`src/rtl/adder_pkg.sv`:
```
// Shared definitions for the pipelined adder/subtractor: operation encoding
// and the pipeline-depth helper used by every instance.
package adder_pkg;

    // Operation select encoding on the op input.
    localparam logic OP_ADD = 1'b0;
    localparam logic OP_SUB = 1'b1;

    // Pipeline depth: one stage per SEG-bit slice of the operand width.
    // A non-positive segment width yields 1 so the division stays defined;
    // the top level rejects that configuration at elaboration anyway.
    function automatic int calc_stages(input int width, input int seg);
        if (seg < 1) begin
            return 1;
        end
        return width / seg;
    endfunction

endpackage

```
`src/rtl/adder_segment.sv`:
```
// SEG-bit ripple-carry segment built from single-bit full adders. One
// segment is resolved per pipeline stage of pipelined_adder.

// Single-bit full adder.
module full_adder (
    input  logic a,
    input  logic b,
    input  logic cin,
    output logic sum,
    output logic cout
);

    assign sum  = a ^ b ^ cin;
    assign cout = (a & b) | (cin & (a ^ b));

endmodule

// Ripple chain of SEG full adders with carry in and carry out.
module adder_segment #(
    parameter int SEG = 4
) (
    input  logic [SEG-1:0] a,
    input  logic [SEG-1:0] b,
    input  logic           cin,
    output logic [SEG-1:0] sum,
    output logic           cout
);

    logic [SEG:0] carry;

    assign carry[0] = cin;

    for (genvar i = 0; i < SEG; i++) begin : g_bit
        full_adder u_fa (
            .a    (a[i]),
            .b    (b[i]),
            .cin  (carry[i]),
            .sum  (sum[i]),
            .cout (carry[i+1])
        );
    end

    assign cout = carry[SEG];

endmodule

```
`src/rtl/pipelined_adder.sv`:
```
// Pipelined two's-complement adder/subtractor with valid/ready handshake.
// The WIDTH-bit carry chain is cut into SEG-bit segments; stage k resolves
// segment k using the carry registered by stage k-1. Operand slices not yet
// consumed and result slices already resolved ride along with their beat,
// and a final output register presents {carry_out, result} plus signed
// overflow. A single advance enable stalls the whole pipe under backpressure.
module pipelined_adder
    import adder_pkg::*;
#(
    parameter int WIDTH = 16,
    parameter int SEG   = 4
) (
    input  logic             clk,
    input  logic             rst,
    input  logic             in_valid,
    output logic             in_ready,
    input  logic [WIDTH-1:0] a,
    input  logic [WIDTH-1:0] b,
    input  logic             op,
    output logic             out_valid,
    input  logic             out_ready,
    output logic [WIDTH:0]   sum,
    output logic             ovf
);

    localparam int STAGES   = calc_stages(WIDTH, SEG);
    localparam int LAST     = STAGES - 1;
    localparam int SEG_SAFE = (SEG < 1) ? 1 : SEG;

    // Reject widths that do not split into whole segments.
    if ((SEG < 1) || ((WIDTH % SEG_SAFE) != 0)) begin : g_bad_params
        $error("pipelined_adder: WIDTH must be a positive multiple of SEG");
    end

    // A word viewed as STAGES slices of SEG bits; slice k belongs to stage k.
    typedef logic [STAGES-1:0][SEG-1:0] word_t;

    // Effective operands: subtract is A + ~B with carry-in 1.
    word_t a_eff;
    word_t b_eff;
    logic  cin_first;

    // Global advance enable shared by every pipeline register.
    logic en;

    // Per-stage pipeline registers.
    logic [STAGES-1:0] st_valid;
    logic [STAGES-1:0] st_carry;
    word_t             st_a   [STAGES];
    word_t             st_b   [STAGES];
    word_t             st_res [STAGES];

    // Segment adder inputs and outputs, one per stage.
    logic [STAGES-1:0][SEG-1:0] seg_a;
    logic [STAGES-1:0][SEG-1:0] seg_b;
    logic [STAGES-1:0][SEG-1:0] seg_sum;
    logic [STAGES-1:0]          seg_cin;
    logic [STAGES-1:0]          seg_cout;

    logic a_msb;
    logic b_msb;
    logic res_msb;

    assign a_eff     = a;
    assign b_eff     = (op == OP_SUB) ? ~b : b;
    assign cin_first = (op == OP_SUB);

    // The pipe may advance unless a finished result is waiting unconsumed.
    // Depends only on registered state and out_ready, never on in_valid.
    assign en       = !out_valid || out_ready;
    assign in_ready = en;

    for (genvar k = 0; k < STAGES; k++) begin : g_stage
        if (k == 0) begin : g_first
            // Stage 0 works straight off the inputs at the accepting edge.
            assign seg_a[0]   = a_eff[0];
            assign seg_b[0]   = b_eff[0];
            assign seg_cin[0] = cin_first;
        end else begin : g_rest
            // Later stages take their slice from the skewed operand copy.
            assign seg_a[k]   = st_a[k-1][k];
            assign seg_b[k]   = st_b[k-1][k];
            assign seg_cin[k] = st_carry[k-1];
        end

        adder_segment #(
            .SEG (SEG)
        ) u_segment (
            .a    (seg_a[k]),
            .b    (seg_b[k]),
            .cin  (seg_cin[k]),
            .sum  (seg_sum[k]),
            .cout (seg_cout[k])
        );
    end

    // Overflow terms come from the operand MSBs carried down the pipe.
    assign a_msb   = st_a[LAST][STAGES-1][SEG-1];
    assign b_msb   = st_b[LAST][STAGES-1][SEG-1];
    assign res_msb = st_res[LAST][STAGES-1][SEG-1];

    // Advance every stage and the output register together when enabled.
    // NOTE: sequential state uses non-blocking assignments so each stage
    // samples the previous stage's value from before the clock edge.
    always_ff @(posedge clk or posedge rst) begin
        if (rst) begin
            // NOTE: data and skew registers are cleared along with the valid
            // bits, so nothing from an aborted beat can surface after reset.
            st_valid  <= '0;
            st_carry  <= '0;
            for (int k = 0; k < STAGES; k++) begin
                st_a[k]   <= '0;
                st_b[k]   <= '0;
                st_res[k] <= '0;
            end
            out_valid <= 1'b0;
            sum       <= '0;
            ovf       <= 1'b0;
        end else if (en) begin
            st_valid[0]  <= in_valid;
            st_carry[0]  <= seg_cout[0];
            st_a[0]      <= a_eff;
            st_b[0]      <= b_eff;
            st_res[0]    <= '0;
            st_res[0][0] <= seg_sum[0];

            for (int k = 1; k < STAGES; k++) begin
                st_valid[k]  <= st_valid[k-1];
                st_carry[k]  <= seg_cout[k];
                st_a[k]      <= st_a[k-1];
                st_b[k]      <= st_b[k-1];
                st_res[k]    <= st_res[k-1];
                st_res[k][k] <= seg_sum[k];
            end

            out_valid <= st_valid[LAST];
            sum       <= {st_carry[LAST], st_res[LAST]};
            ovf       <= (a_msb == b_msb) && (res_msb != a_msb);
        end
    end

endmodule

```
`config.mk`:
```
export PLATFORM = sky130hd
export DESIGN_NAME = pipelined_adder
export DESIGN_NICKNAME = d
export VERILOG_FILES = /design/src/rtl/adder_pkg.sv /design/src/rtl/adder_segment.sv /design/src/rtl/pipelined_adder.sv
export SDC_FILE = /design/constraint.sdc
export NUM_CORES = 1
export LEC_CHECK = 0
export CORE_MARGIN = 3
export CORE_UTILIZATION = 57
export CTS_CLUSTER_SIZE = 10
export DETAILED_ROUTE_END_ITERATION = 6
export DONT_BUFFER_PORTS = 1
export PLACE_DENSITY = 0.75
export SETUP_SLACK_MARGIN = 0.15
export SYNTH_ARGS = -nofsm -noshare
export SYNTH_HDL_FRONTEND = slang
export SYNTH_SLANG_ARGS = --single-unit
```
`constraint.sdc`:
```
create_clock -name clk -period 3.97 [get_ports clk]
set_clock_uncertainty 0.15 [all_clocks]
set_input_delay 0.794 -clock clk [delete_from_list [all_inputs] [get_ports clk]]
set_output_delay 0.794 -clock clk [all_outputs]
set_load 0.02 [all_outputs]
```
==> flow_summary.ini, run 1 <==
[route]
highest_layer = met4
wl_met2_mm = 3.49
drc = 0
first_pass_iters = 3
wl_met1_mm = 3.33
wire_per_inst_um = 16.6
totalWireLength_mm = 7.36
routed-via-count = 2385
ant_nets = 0
drtIter0Drc = 82
vias_per_cell = 5.37
met3WireLength_um = 416

[power_and_ir_drop]
p_leak_nw = 2.46
power_density_nw_per_um2 = 873
pwr-share-seq_pct = 44.6
p_sw_share_pct = 28.9
p_switching_mw = 1.41
internal_power_mw = 3.48
p_comb_share_pct = 24.8
total_power_mw = 4.89
p_clk_share_pct = 30.6
ir_worst_vdd_v = 0.000367

[global_route]
track_usage_pct = 16.8
grt_pass1_vias = 2572
grt_max_degree = 67
grt_pass1_wl_mm = 12.6
grt_overflow = 0
antenna_found_initial = 0

[critical_path]
cp_num_buf_inv = 0
critPathKind = flip-flop to output pin
crit_arrival_ns = 1.86
crit_cells = 1
crit_end = in_ready
slowest_delay_ns = 0.73
worstPathRequired_ns = 3.03
start_kind = flip-flop
r2r-end = res_msb
cp-startpoint = out_valid
crit_fanout = 59
reg2reg_slack_ns = 1.49
rr_worst_depth = 8
crit_slowest_cell = nand2b_4
timing.rr.start = seg_a[12]
path_cells = nand2b_4
crit_family = simple AND/OR/NAND/NOR gates
critical_path.endpoint_type = output pin

[placed_design]
dpl.hpwl_mm = 4.79
dp.cells = 412
pre_cts_ws_ns = 1.22
place_congestion = 0.700
placed_cell_area_um2 = 5000
port_buffers = 0

[sta]
finalWorstSetupSlack_ns = 1.16
fin_crit_sh_pct = 70.7
maxSlewHeadroom_pct = 45.9
clock.fmax_ghz = 0.356
worst_pin_slew_ns = 0.812
finalHoldViolCount = 0
fin_tns_setup_ns = 0
rsz0062_at_grt = no
min_period_ns = 2.81
final_max_slew_viol_count = 0
setup_viol = 0
whs_ns = 0.219

[layout]
synthToLayoutAreaGrowth_pct = 13.2
final_cells = 444
layout_commonest_cell = dfrtp_1
layout-drive-gt1-share_pct = 40.4
diodes = 0
fin_util_pct = 67.1
fillers = 571
nNetsFinal = 378
fin_area_um2 = 5600
mostFrequentLayoutCells = dfrtp_1, mux2_2, inv_1

[clock_network]
cts_root_buf = clkbuf_8
cts_hold_buf = 0
htreeDepth = 4
cts_buffer_depth = 2
cts_sinks = 117
cts_resized = 0
cts_setup_buffers = 0
cts_tree = built
cts.clk_slew.worst_paths_ns = 0.06
clk_latency_ns = 0.50
cts_buffers = 17

[synthesis]
synth_seq_cells = 117
syn_inst = 321
yosysWarnings = 0
syn_area_per_cell_um2 = 15.4
syn_nets = 373
yosysSeqAreaShare_pct = 59.2
netlist_area_um2 = 4940
synth.distinct_cells = 19

[job]
cap_violations = 0

[floorplanning]
start_util_pct = 59.3
design.core.area_um2 = 8340
num_io_pins = 57
die-area_um2 = 9830
fp.dieH_um = 99.1
dieWidth_um = 99.1
placementRows = 33

[status]
status = completed

[worst_hold_path]
min_path_type = primary input to asynchronous set/reset pin
## final cells by class
cell class              instances  area, um2  area share [%]
flip-flops and latches        117       2930            52.3
multi-input cells             162       1810            32.4
clock buffers                  23        467            8.34
well taps                     105        131            2.35
clock inverters                 9        125            2.24
inverters                      25       97.6            1.74
repair buffers                  3       35.0           0.626
## layer usage
| metal | global-route usage (%) | up-vias |
|---|---|---|
| li1 | - | 1096 |
| met5 | 0 | - |
| met1 | 21.5 | 1235 |
| met2 | 25.5 | 39 |
| met4 | 7.25 | 0 |
| met3 | 6.87 | 15 |
## synthesized netlist by cell type
cell,number,share of area (%)
xor2_1,12,2.1
mux2_4,3,0.91
nor3b_1,10,1.5
buf_6,4,0.91
or3b_2,1,0.18
fa_1,15,6.1
nand2b_4,1,0.28
mux2_2,99,23
buf_2,10,1.0
dfrtp_1,117,59
clkbuf_1,2,0.15
nand3b_1,1,0.15
nand2b_1,1,0.13
inv_1,25,1.9
mux2i_1,5,1.0
a31oi_1,1,0.13
buf_4,1,0.15
xnor2_1,4,0.71
a21oi_1,9,0.91
## state kept, by name (all words and copies together), names as in the netlist
register   flops
res_msb        1
seg_b         12
seg_a         12
ovf            1
out_valid      1
b_msb          1
st_carry       4
st_b          12
st_valid       4
st_a          12
st_res        39
a_msb          1
sum           17
## power by group through the flow
stage / Combinational, mW / Sequential (mW) / Clock (mW)
after floorplan: 1.07 / 2.09 / 0
after global placement: 1.18 / 2.18 / 0
after detailed placement: 1.23 / 2.21 / 0
after CTS: 1.25 / 2.19 / 1.52
after global routing: 1.37 / 2.26 / 1.58
final: 1.21 / 2.18 / 1.49
## how the worst min path moves through the flow
stage                           end  cells past startpoint  slack, ns        start
final                     st_res[5]                      2       0.22          rst
after global routing         sum[9]                      2       0.26          rst
after CTS                 st_res[5]                      2       0.22          rst
after detailed placement  out_valid                      1       0.30  st_valid[3]
after global placement    out_valid                      1       0.29  st_valid[3]
after floorplan           out_valid                      1       0.28  st_valid[3]
## kinds of logic after synthesis
kind of cell | synth area share [%]
multiplexers | 24.5
flip-flops | 59.2
XOR/XNOR | 2.83
AO/OA/AOI/OAI | 1.04
adder cells (fa/ha/maj) | 6.07
AND/OR/NAND/NOR | 2.25
buffers and inverters | 4.12
(Power assumes the default switching activity.)
==> inputs of run 2 (changes only) <==
Clock period 3.97 ns to 2.3 ns, I/O delays scaled along.
==> run 2 against run 1 <==
Wire length increased by 13%. Worst hold slack lost 0.20 ns. Via count is 6.1% higher. Global-route usage is 2.4 points higher. Sequential share of layout area is 3.4 points lower. Utilization rose by 4.7 points. Setup slack got worse by 1.1 ns. Sequential cell count unchanged. Clock power is 64% higher. First-iteration DRC count increased by 2.4%. Final cell count is 7.2% higher.
==> flow_summary.ini, run 2 (synthesis gave the netlist of run 1 again) <==
[power_and_ir_drop]
total_power_mw = 8.67
power_density_nw_per_um2 = 1450
p_clk_share_pct = 28.3
p_sw_share_pct = 29.9
p_comb_share_pct = 28.2
ir_worst_vdd_v = 0.000780
p_leak_nw = 2.61
p_switching_mw = 2.59
internal_power_mw = 6.08
pwr-share-seq_pct = 43.5

[global_route]
grt_pass1_wl_mm = 14.5
grt_max_degree = 66
antenna_found_initial = 0
grt_overflow = 0
grt_pass1_vias = 2846
track_usage_pct = 19.2

[sta]
min_period_ns = 2.24
fin_crit_sh_pct = 97.4
clock.fmax_ghz = 0.446
rsz0062_at_grt = yes
fin_tns_setup_ns = 0
setup_viol = 0
worst_pin_slew_ns = 0.534
final_max_slew_viol_count = 0
maxSlewHeadroom_pct = 64.4
finalHoldViolCount = 0

[layout]
final_cells = 476
synthToLayoutAreaGrowth_pct = 21.0
fillers = 545
mostFrequentLayoutCells = dfrtp_1, mux2_2, dlygate4sd3_1
top_register = st_res
fin_area_um2 = 5980
largest_register_ffs = 39
nNetsFinal = 411
layout-drive-gt1-share_pct = 47.4
fin_util_pct = 71.8
diodes = 0
reg_top3 = st_res (39), sum (17)
layout_commonest_cell = dfrtp_1

[critical_path]
rr_worst_depth = 8
timing.rr.start = seg_a[12]
crit_arrival_ns = 2.51
reg2reg_slack_ns = 0.06
worstPathRequired_ns = 2.57
cp-startpoint = seg_a[12]
path_cells = inv_2 > fa_2 > inv_2 > fa_2 > fa_2 > inv_2 > fa_2 > a21oi_1
start_kind = flip-flop
crit_family = adder cells
critical_path.endpoint_type = flip-flop
critPathKind = flip-flop to flip-flop
crit_end = res_msb
crit_fanout = 2
critical_path.most_common_cell = fa_2
slowest_delay_ns = 0.41
r2r-end = res_msb
crit_slowest_cell = fa_2
cp_num_buf_inv = 3
crit_cells = 8

[placed_design]
place_congestion = 0.703
port_buffers = 0
dpl.hpwl_mm = 5.19
placed_cell_area_um2 = 5120
dp.cells = 417

[route]
drtIter0Drc = 84
first_pass_iters = 4
drc = 0
vias_per_cell = 5.32
wire_per_inst_um = 17.5
totalWireLength_mm = 8.33
routed-via-count = 2531
ant_nets = 0

[clock_network]
clk_latency_ns = 0.50
cts_buffers = 17
cts_root_buf = clkbuf_8
cts_sinks = 117
cts.clk_slew.worst_paths_ns = 0.05
cts_buffer_depth = 2
htreeDepth = 4
cts_tree = built

[floorplanning]
start_util_pct = 59.3
die-area_um2 = 9830
placementRows = 33
num_io_pins = 57
fp.dieH_um = 99.1
design.core.area_um2 = 8340
dieWidth_um = 99.1

[job]
cap_violations = 0

[status]
status = completed

[worst_hold_path]
min_path_type = primary input to flip-flop
[run 2: repair_timing]
action / CTS / global route
buffers inserted: 2 / 0
gates resized for setup: 12 / 8
pin swaps: 8 / 0
hold buffers: 26 / 0
setup endpoints to repair: 5 / 5
endpoints found under the hold margin: 98 / 0
[run 2: worst register-to-register path, delay by kind of cell (launching register included)]
kind	cells	cell delay, ns
flip-flops	1	0.39
buffers and inverters	3	0.19
adder cells (fa/ha/maj)	4	1.30
AO/OA/AOI/OAI	1	0.14
[run 2: power by group through the flow]
stage | Sequential (mW) | Combinational, mW | Clock [mW]
after detailed placement | 3.79 | 2.26 | 0
after floorplan | 3.62 | 1.88 | 0
after CTS | 3.77 | 2.42 | 2.50
after global routing | 3.90 | 2.75 | 2.60
final | 3.78 | 2.44 | 2.45
after global placement | 3.74 | 2.18 | 0
[run 2: layer usage]
layer	wire, um	global-route usage [%]
met5	0	0
met4	135	6.93
met3	419	6.94
met2	4280	30.8
met1	3500	24.3
[run 2: worst min path at each step]
stage,slack (ns),end,cells past startpoint,start
finish,0.02,seg_b[7],2,b[7]
CTS,0.001,seg_b[7],2,b[7]
detailed placement,0.14,sum[10],1,rst
global route,0.04,seg_b[7],2,b[7]
floorplan,0.28,out_valid,1,st_valid[3]
global placement,0.14,sum[10],1,rst
[run 2: layout make-up]
cell class              count  area, um2  area share, %
flip-flops and latches    117       2930           48.9
multi-input cells         162       1870           31.3
clock buffers              23        497           8.30
repair buffers             36        385           6.44
well taps                 105        131           2.20
inverters                  25       97.6           1.63
clock inverters             8       72.6           1.21
[run 2: stage by stage]
stage,hold WS [ns],setup WS [ns]
after floorplan,0.280,-0.242
after detailed placement,0.144,-0.0325
after global placement,0.136,0.0109
final,0.0222,0.0601
after global routing,0.0409,-0.0440
after CTS,0.00138,0.0474
==> inputs of run 3 (changes only) <==
Settings changed: CELL_PAD_IN_SITES_DETAIL_PLACEMENT from default to 0, CELL_PAD_IN_SITES_GLOBAL_PLACEMENT from default to 2, CORE_UTILIZATION 57 to 41, CTS_CLUSTER_SIZE 10 to default, PLACE_DENSITY 0.75 to default, PLACE_DENSITY_LB_ADDON from default to 0.1.
==> run 3 against run 2 <==
Sequential share of layout area grew 2.0 points. Via count shrank 3.7%. Fmax grew 0.71%. Critical path depth is the same. Critical path type unchanged. Largest cell class unchanged. Largest power group unchanged. Highest routed layer unchanged.
==> flow_summary.ini, run 3 (synthesis gave the netlist of run 1 again) <==
[status]
status = completed

[placed_design]
dpl.hpwl_mm = 4.92
port_buffers = 0
pre_cts_ws_ns = -0.0621
place_congestion = 0.687
dp.cells = 452

[clock_network]
cts_buffer_depth = 2
cts.clk_slew.worst_paths_ns = 0.05
cts_tree = built
clk_latency_ns = 0.41
cts_root_buf = clkbuf_16
cts_buffers = 17
htreeDepth = 4
cts_sinks = 117

[layout]
nNetsFinal = 383
top_register = st_res
mostFrequentLayoutCells = dfrtp_1, mux2_2, clkbuf_16
multi_input_area_um2 = 1870
final_cells = 487
layout-drive-gt1-share_pct = 48.8
regArea_um2 = 2930
largest_register_ffs = 39
fillers = 1014
diodes = 0
layout_commonest_cell = dfrtp_1
synthToLayoutAreaGrowth_pct = 16.3
reg_top3 = st_res (39), sum (17)

[floorplanning]
start_util_pct = 42.6
fp.dieH_um = 116
num_io_pins = 57
design.core.area_um2 = 11600
placementRows = 39
die-area_um2 = 13400
dieWidth_um = 116

[power_and_ir_drop]
total_power_mw = 8.43
p_leak_nw = 2.47
power_density_nw_per_um2 = 1470
ir_worst_vdd_v = 0.000609

[sta]
maxSlewHeadroom_pct = 58.0
worst_pin_slew_ns = 0.630
rsz0062_at_grt = yes
clock.fmax_ghz = 0.450
finalWorstSetupSlack_ns = 0.0759
fin_crit_sh_pct = 96.7
final_max_slew_viol_count = 0
setup_viol = 0
min_period_ns = 2.22
finalHoldViolCount = 0
whs_ns = 0.0509

[global_route]
grt_pass1_wl_mm = 13.4
grt_pass1_vias = 2644
track_usage_pct = 13.6
antenna_found_initial = 0
grt_overflow = 0
grt_max_degree = 118

[route]
vias_per_cell = 5.01
wire_per_inst_um = 16.2
ant_nets = 0
first_pass_iters = 4
drtIter0Drc = 179
drc = 0
routed-via-count = 2438
totalWireLength_mm = 7.89

[job]
cap_violations = 0

[critical_path]
critical_path.endpoint_type = flip-flop
worstPathRequired_ns = 2.48
start_kind = flip-flop
critPathKind = flip-flop to flip-flop
crit_arrival_ns = 2.41
crit_fanout = 2

[worst_hold_path]
min_path_type = primary input to flip-flop
[run 3: cell types whose count changed in the layout (fill, tap and decap cells not counted), sizes merged]
cell and change:
clkbuf +7, clkinv -2, clkinvlp -3, buf -3, bufinv -1, dlygate4sd3 -25
[run 3: layout make-up]
type                            instances  area share [%]
Clock buffer                           30            9.64
Tap cell                              143            3.11
Sequential cell                       117            50.9
Multi-Input combinational cell        162            32.5
Clock inverter                          2           0.174
Inverter                               25            1.70
Timing Repair Buffer                    8            1.96
[run 3: power breakdown]
part	total, mW	switching [mW]	internal [mW]
Sequential	3.75	0.735	3.02
Combinational	2.24	0.881	1.36
Clock	2.44	0.834	1.60
Total	8.43	2.45	5.98
[run 3: through the flow]
step	utilization (%)	TNS, ns	area (um2)
6_report	49.5	0	5750
5_1_grt	49.5	-0.00764	5750
4_1_cts	49.4	0	5740
3_5_place_dp	44.3	-0.0842	5150
3_3_place_gp	44.3	-0.0562	5150
2_1_floorplan	-	-0.242	5010
[run 3: critical path, cell delays in order, from the launching register on]
cell and delay (ns):
dfrtp_1 0.38, inv_2 0.07, fa_2 0.22, inv_2 0.04, fa_2 0.33, fa_2 0.37
inv_2 0.07, fa_1 0.38, a21oi_1 0.12
[run 3: timing repair]
item,in CTS,in global routing
hold buffers,1,0
hold endpoints to repair,75,0
pin swaps,8,0
gates resized for setup,11,8
buffers inserted,2,0
setup endpoints to repair,5,5
[run 3: final timing paths]
kind | startpoint | to | slack, ns | cells after the start
worst max-delay path | seg_b[8] | st_res[27] | 0.08 | 8
worst min-delay path | a[12] | st_a[60] | 0.05 | 1
worst max register to register | seg_b[8] | st_res[27] | 0.08 | 8
worst min register to register | st_valid[3] | out_valid | 0.33 | 1
max in group asynchronous | rst | st_res[19] | 0.96 | 3
min in group asynchronous | rst | seg_a[9] | 0.55 | 3
[run 3: metal layers]
layer	global-route usage, %	share of wire (%)	vias up
met5	0	0	-
met4	6.73	1.8	0
met3	5.54	4.6	13
met2	20.0	49	42
met1	17.5	44	1276
li1	-	-	1107
